File: config.mk
export PLATFORM = sky130hd
export DESIGN_NAME = minpool
export DESIGN_NICKNAME = d
export VERILOG_FILES = /design/src/rtl/minpool_pkg.sv /design/src/rtl/minpool_min3.sv /design/src/rtl/minpool.sv
export SDC_FILE = /design/constraint.sdc
export NUM_CORES = 2
export LEC_CHECK = 0
export CAP_MARGIN = 5
export CORE_ASPECT_RATIO = 0.8
export CORE_MARGIN = 10
export CORE_UTILIZATION = 60
export CTS_BUF_LIST = sky130_fd_sc_hd__clkbuf_8
export CTS_CLUSTER_DIAMETER = 150
export DETAILED_ROUTE_END_ITERATION = 7
export GPL_ROUTABILITY_DRIVEN = 0
export HOLD_SLACK_MARGIN = 0.05
export PLACE_DENSITY_LB_ADDON = 0.15
export REMOVE_ABC_BUFFERS = 1
export SLEW_MARGIN = 40
export SYNTH_ARGS = -nofsm -noshare
export SYNTH_HDL_FRONTEND = slang
export SYNTH_SLANG_ARGS = --single-unit
File: constraint.sdc
create_clock -name clk -period 59.7 [get_ports clk]
set_input_delay 17.91 -clock clk [delete_from_list [all_inputs] [get_ports clk]]
set_output_delay 17.91 -clock clk [all_outputs]
set_load 0.02 [all_outputs]
File: src/rtl/minpool_pkg.sv
`default_nettype none
// ============================================================================
// Module      : minpool_pkg
// Description : Shared defaults and the output-size rule for minpool.
// Revision    : 1.0
// ============================================================================
package minpool_pkg;

    localparam int MP_DATA_WIDTH = 8;
    localparam int MP_IN_DIM     = 8;
    localparam int MP_WIN        = 3;

    // Valid (unpadded) stride-1 window positions along one axis.
    function automatic int mp_out_dim(input int in_dim, input int win);
        return in_dim - win + 1;
    endfunction

endpackage : minpool_pkg
`default_nettype wire

File: src/rtl/minpool_min3.sv
`default_nettype none
// ============================================================================
// Module      : min3
// Description : Combinational unsigned minimum of three equal-width operands.
// Revision    : 1.0
// ============================================================================
module min3 #(
    parameter int DATA_WIDTH = 8
) (
    input  logic [DATA_WIDTH-1:0] a,
    input  logic [DATA_WIDTH-1:0] b,
    input  logic [DATA_WIDTH-1:0] c,
    output logic [DATA_WIDTH-1:0] y
);

    logic [DATA_WIDTH-1:0] w_ab;

    always_comb begin
        w_ab = (b < a) ? b : a;
        y    = (c < w_ab) ? c : w_ab;
    end

endmodule : min3
`default_nettype wire

File: src/rtl/minpool.sv
`default_nettype none
// ============================================================================
// Module      : minpool
// Description : Two-stage pipelined WIN x WIN stride-1 unsigned min pooling.
// Revision    : 1.0
// ============================================================================
module minpool
    import minpool_pkg::*;
#(
    parameter  int DATA_WIDTH = MP_DATA_WIDTH,
    parameter  int IN_DIM     = MP_IN_DIM,
    parameter  int WIN        = MP_WIN,
    localparam int OUT_DIM    = mp_out_dim(IN_DIM, WIN)
) (
    input  logic                  clk,
    input  logic                  rst,
    input  logic [DATA_WIDTH-1:0] feature_map [IN_DIM][IN_DIM],
    output logic [DATA_WIDTH-1:0] pooled_map  [OUT_DIM][OUT_DIM]
);

    logic [DATA_WIDTH-1:0] row_min_d    [IN_DIM][OUT_DIM];
    logic [DATA_WIDTH-1:0] row_min_q    [IN_DIM][OUT_DIM];
    logic [DATA_WIDTH-1:0] pooled_map_d [OUT_DIM][OUT_DIM];
    logic [DATA_WIDTH-1:0] pooled_map_q [OUT_DIM][OUT_DIM];

    // Stage 1: horizontal reduction of every input row.
    for (genvar r = 0; r < IN_DIM; r++) begin : g_row
        for (genvar c = 0; c < OUT_DIM; c++) begin : g_col
            if (WIN == 3) begin : g_min3
                min3 #(
                    .DATA_WIDTH (DATA_WIDTH)
                ) u_row_min (
                    .a (feature_map[r][c]),
                    .b (feature_map[r][c+1]),
                    .c (feature_map[r][c+2]),
                    .y (row_min_d[r][c])
                );
            end else begin : g_minn
                always_comb begin
                    logic [DATA_WIDTH-1:0] acc;
                    acc = feature_map[r][c];
                    for (int k = 1; k < WIN; k++) begin
                        if (feature_map[r][c+k] < acc) begin
                            acc = feature_map[r][c+k];
                        end
                    end
                    row_min_d[r][c] = acc;
                end
            end
        end
    end

    // Stage 2: vertical reduction of the registered row minima.
    for (genvar r = 0; r < OUT_DIM; r++) begin : g_out_row
        for (genvar c = 0; c < OUT_DIM; c++) begin : g_out_col
            if (WIN == 3) begin : g_min3
                min3 #(
                    .DATA_WIDTH (DATA_WIDTH)
                ) u_col_min (
                    .a (row_min_q[r][c]),
                    .b (row_min_q[r+1][c]),
                    .c (row_min_q[r+2][c]),
                    .y (pooled_map_d[r][c])
                );
            end else begin : g_minn
                always_comb begin
                    logic [DATA_WIDTH-1:0] acc;
                    acc = row_min_q[r][c];
                    for (int k = 1; k < WIN; k++) begin
                        if (row_min_q[r+k][c] < acc) begin
                            acc = row_min_q[r+k][c];
                        end
                    end
                    pooled_map_d[r][c] = acc;
                end
            end
        end
    end

    // Clearing both stages on reset guarantees no in-flight map leaks out.
    always_ff @(posedge clk or posedge rst) begin
        if (rst) begin
            for (int r = 0; r < IN_DIM; r++) begin
                for (int c = 0; c < OUT_DIM; c++) begin
                    row_min_q[r][c] <= '0;
                end
            end
            for (int r = 0; r < OUT_DIM; r++) begin
                for (int c = 0; c < OUT_DIM; c++) begin
                    pooled_map_q[r][c] <= '0;
                end
            end
        end else begin
            for (int r = 0; r < IN_DIM; r++) begin
                for (int c = 0; c < OUT_DIM; c++) begin
                    row_min_q[r][c] <= row_min_d[r][c];
                end
            end
            for (int r = 0; r < OUT_DIM; r++) begin
                for (int c = 0; c < OUT_DIM; c++) begin
                    pooled_map_q[r][c] <= pooled_map_d[r][c];
                end
            end
        end
    end

    assign pooled_map = pooled_map_q;

endmodule : minpool
`default_nettype wire

* Word level (Yosys, flattened, before mapping)
Index checks and enable logic that the tools add are counted.
W data, S select, Z words.
** Operators by class
- Order comparisons :: 168
- Mux-type cells :: 168
** Operators by type and width (number)
- $lt A8 B8 Y1 :: 168
- $mux W8 :: 168
** Word-level totals
- Output and inout port bits :: 288
- Word-level logic and storage cells :: 420
- Bits in registers :: 672
- Input bits :: 514

* Depth between registers and ports, before layout
- Depth in word-level cells :: 4
- Gate-level depth with buffers :: 16
- Depth with buffers taken out :: 14

* By module
Synthesis repeated with hierarchy kept, for this count alone.
** Second synthesis, totals
- Cell total of the unflattened synthesis :: 6721
- Area total of the unflattened synthesis :: 65902.0 um^2
** Modules (own cells, without submodules)
- min3 :: sequential area each 0.0 um^2, instances 84, area an instance 584.3 um^2, cells each 72
- minpool :: sequential area each 16816.1 um^2, instances 1, area an instance 16819.9 um^2, cells each 673

* Worst setup path after synthesis
Ideal clock, no wire load.
- Kind :: input to register
- Start :: input port feature_map[254] (netlist bit)
- End :: register row_min_q[185] (netlist bit)
- Buffers on the path :: 1
- Library setup time :: 0.134 ns
- Data arrival time :: 20.648 ns
- Stages on the path :: 14
- Data required time :: 59.566 ns
- Setup slack :: 38.918 ns
- Cells stage by stage :: inv_1 ha_1 nand4_1 o311ai_2 clkbuf_1 nor2_1 a21oi_1 ha_1 a21oi_1 nor2_1 a211oi_1 o21a_1 a31oi_4 mux2i_1
** Between the ends
- Longest elaborated chain between the ends :: 4
** RTL lines
- start: declaration :: RTL line minpool.sv:17 : input logic [DATA_WIDTH-1:0] feature_map [IN_DIM][IN_DIM],
- $lt A8 B8 Y1 :: RTL line minpool_min3.sv:19 : w_ab = (b < a) ? b : a;
- $mux W8 * :: RTL line minpool_min3.sv:19
- $lt A8 B8 Y1 :: RTL line minpool_min3.sv:20 : y = (c < w_ab) ? c : w_ab;
- $mux W8 * :: RTL line minpool_min3.sv:20
- net g_row[4].g_col[0].g_min3.u_row_min.y[1] :: RTL line minpool_min3.sv:13 : output logic [DATA_WIDTH-1:0] y
- end signal: indexed assignment :: RTL line minpool.sv:96 : row_min_q[r][c] <= row_min_d[r][c];
- end: declaration :: RTL line minpool.sv:22 : logic [DATA_WIDTH-1:0] row_min_q [IN_DIM][OUT_DIM];
Mark *: on every way through the listed nets, which the timed path passes. The rest lies on a longest branch.

* Worst setup path in the final report
- Start :: input port feature_map[281] (netlist bit)
- End :: register row_min_q[202] (netlist bit)
** Between the ends
- Longest elaborated chain between the ends :: 4
** RTL lines (RTL line)
- $lt A8 B8 Y1 :: minpool_min3.sv:19
- $mux W8 * :: minpool_min3.sv:19
- $lt A8 B8 Y1 :: minpool_min3.sv:20
- $mux W8 * :: minpool_min3.sv:20
- net g_row[3].g_col[4].g_min3.u_row_min.y[2] :: minpool_min3.sv:13
Marks and branches as above.

==> impl_metrics.toml <==
[floorplanning]
die_h_um = 301
die_area_mm2 = 0.112
num_rows = 103
coreArea_mm2 = 0.0985
pin_count = 802
die_w_um = 372
initial_utilization_pct = 60.3

[clock_tree]
h-tree-depth = 3
post-cts-setup-buffers = 0
cts_resized = 0
cts_made_buffers = 109
clkSinkCount = 672
clk_pin_slew_ns = 0.07
clk_path_buf_depth = 3
ctsRootBufferMaster = "clkbuf_8"
insertion_delay_ns = 0.80
tritoncts = "done"
hold_buffers = 0

[route]
wl_um = 233000
detail-route-antenna-nets = 0
avgRoutedWirePerCell_um = 26.3
drc = 0
vias_per_cell = 6.36
vias = 56255
dr.pass1.iters = 7
drt_iter0_markers = 6977

[global_route]
grt_max_degree = 84
grt_pass1_wl_um = 340000
grt_usage_pct = 39.9
antenna_found_initial = 75
grt_pass1_vias = 55132
grt_overflow = 0

[sta]
setup_viol_count_final = 0
hold_viol = 0
maxSlewHeadroom_pct = 40.1
setup_tns_ns = 0
fin_crit_ns = 21.46
fin_crit_sh_pct = 35.9
finalClockSkew_ns = 0.0605
timing.fmax_ghz = 0.0466
tightest_slew_ns = 0.875
rsz0062_at_grt = "false"
slew_violations = 0

[setup_path]
rr_startpoint = "row_min_q[211]"
critical-path-top-delay-family = "compound AO/OA/AOI/OAI gates"
ff2ff_path_depth = 12
startpoint_type = "primary input"
cp_data_required_time_ns = 60.31
critPathCaptureType = "flip-flop"
slowest_delay_ns = 0.67
crit_slowest_cell = "clkdlybuf4s50_1"
reg2reg_slack_ns = 55.41
cp_max_fo = 15
cp.arrival_ns = 22.08
reg2reg_to = "pooled_map[117]"
crit_chain = "clkdlybuf4s50_1 > inv_1 > ha_1 > a2111oi_1 > o311ai_4 > a21oi_1 > ha_1 > a21oi_1 > nor2_1 > a211oi_1 > o21ai_0 > o21a_1 > mux2i_1"
crit_type = "primary input to flip-flop"
crit_buf_inv = 2

[power]
power_w = 0.00301
power_density_mw_per_mm2 = 41.9
leakage_nw = 35.3
peakVddDrop_uv = 39.4

[yosys]
synth_area_mm2 = 0.0594
avgSynthCellArea_um2 = 8.97
syn_inst = 6621
synth_warnings = 0
ys_seq_elements = 672
yosysSeqAreaShare_pct = 28.3
synth_cell_types = 38

[job]
maxCapViolCount = 0

[layout]
final_cell_mix = "ha_1, a21oi_1, inv_1"
seqCellArea_mm2 = 0.0168
multiInputGateArea_mm2 = 0.0392
nFillCells = 7368
syn2layout_area_growth_pct = 21.1
nNetsFinal = 9074
final_common_cell = "ha_1"
layout-drive-gt1-share_pct = 4.09

[worst_hold_path]
min_from = "row_min_q[15]"
hold_class = "flip-flop to flip-flop"
hold_path_end = "pooled_map[15]"
whs_path_depth = 2

[outcome]
outcome = "finished clean"

[placed_design]
dp_hpwl_um = 195000
portBuffers = 801
## Yosys cell counts, drive strengths merged
cell	n	area share, %
ha	1176	25
a21oi	919	7.8
inv	873	5.5
nor2	723	4.6
dfrtp	672	28
mux2i	671	11
o21ai	286	2.4
o21a	170	2.1
nand2	164	1.0
nand2b	162	1.7
nand4	130	1.4
a211oi	115	1.5
a2111oi	83	1.4
clkbuf	83	0.52
nor4	79	0.83
buf	76	0.80
a21o	45	0.57
and3	43	0.45
o311ai	43	1.2
and4	37	0.55
o221ai	37	0.60
o22a	8	0.12
mux2	7	0.18
a211o	5	0.074
or4	5	0.063
a31oi	3	0.082
o31ai	3	0.063
a2111o	1	0.019
nor4b	1	0.015
o211ai	1	0.013
## worst max-delay path by stage
stage	cells past startpoint	to	startpoint	slack, ns
global route	13	row_min_q[371]	feature_map[497]	38.08
detailed placement	12	row_min_q[325]	feature_map[425]	37.51
finish	13	row_min_q[202]	feature_map[281]	38.24
floorplan	1	pooled_map[0]	rst	22.95
global placement	15	row_min_q[79]	feature_map[109]	37.51
CTS	12	row_min_q[325]	feature_map[425]	38.27
## cells by family (layout without fill, tap and decap cells)
family / Yosys count / in the layout / synth area share (%)
adders and majority gates: 1176 / 1176 / 24.8
buffers and inverters: 1032 / 1890 / 6.84
muxes: 678 / 678 / 11.5
AOI/OAI and AO/OA: 1719 / 1719 / 18.0
DFF: 672 / 672 / 28.3
and+or+nand+nor: 1344 / 1344 / 10.6
other: 0 / 55 / 0
## cell type report
class	instances	area share, %
inverter	873	4.57
sequential	672	23.4
tap	1312	2.28
timing repair buffer	811	11.3
multi-input combinational	4917	54.5
clock inverter	69	1.14
clock buffer	137	2.62
antenna	55	0.191
## worst reg2reg max path, cell delays in order, from the launching register on
cell and delay [ns]:
dfrtp_1 0.67, inv_1 0.18, ha_1 0.31, o21ai_0 0.07, a211o_1 0.34, o21ai_2 0.42
mux2i_1 0.31, ha_1 0.28, a21o_1 0.16, a21o_1 0.17, a21oi_1 0.32, o21ai_2 0.25
mux2i_1 0.61
## sequential cells by signal, indices dropped and copies added (netlist names)
name and cells:
row_min_q 384, pooled_map 288
## metrics by stage
stage	utilization (%)	cell area, um^2	hold WS, ns	setup slack [ns]	std cells
after detailed placement	70.0	69000	0.519	37.51	8585
final	73.1	71900	0.534	38.24	8846
after global routing	73.0	71900	0.549	38.08	8836
after floorplan	-	58600	0.492	22.95	6462
after CTS	72.8	71700	0.533	38.27	8791
after global placement	69.4	68400	0.512	37.51	8584
## per-layer routing
layer | up-vias | global-route usage (%) | share of wire (%)
li1 | 25316 | - | -
met1 | 26572 | 51.5 | 39
met2 | 3481 | 57.9 | 41
met3 | 842 | 14.0 | 14
met4 | 44 | 22.0 | 6.3
met5 | - | 0 | 0.12
## power by group
group          switching, W  total, W  internal (W)  leakage [nW]
Combinational       0.00101   0.00171      0.000700          25.9
Sequential         0.000183  0.000799      0.000616          7.91
Clock              0.000211  0.000498      0.000287          1.45
Power figures use the tool's default switching activity.
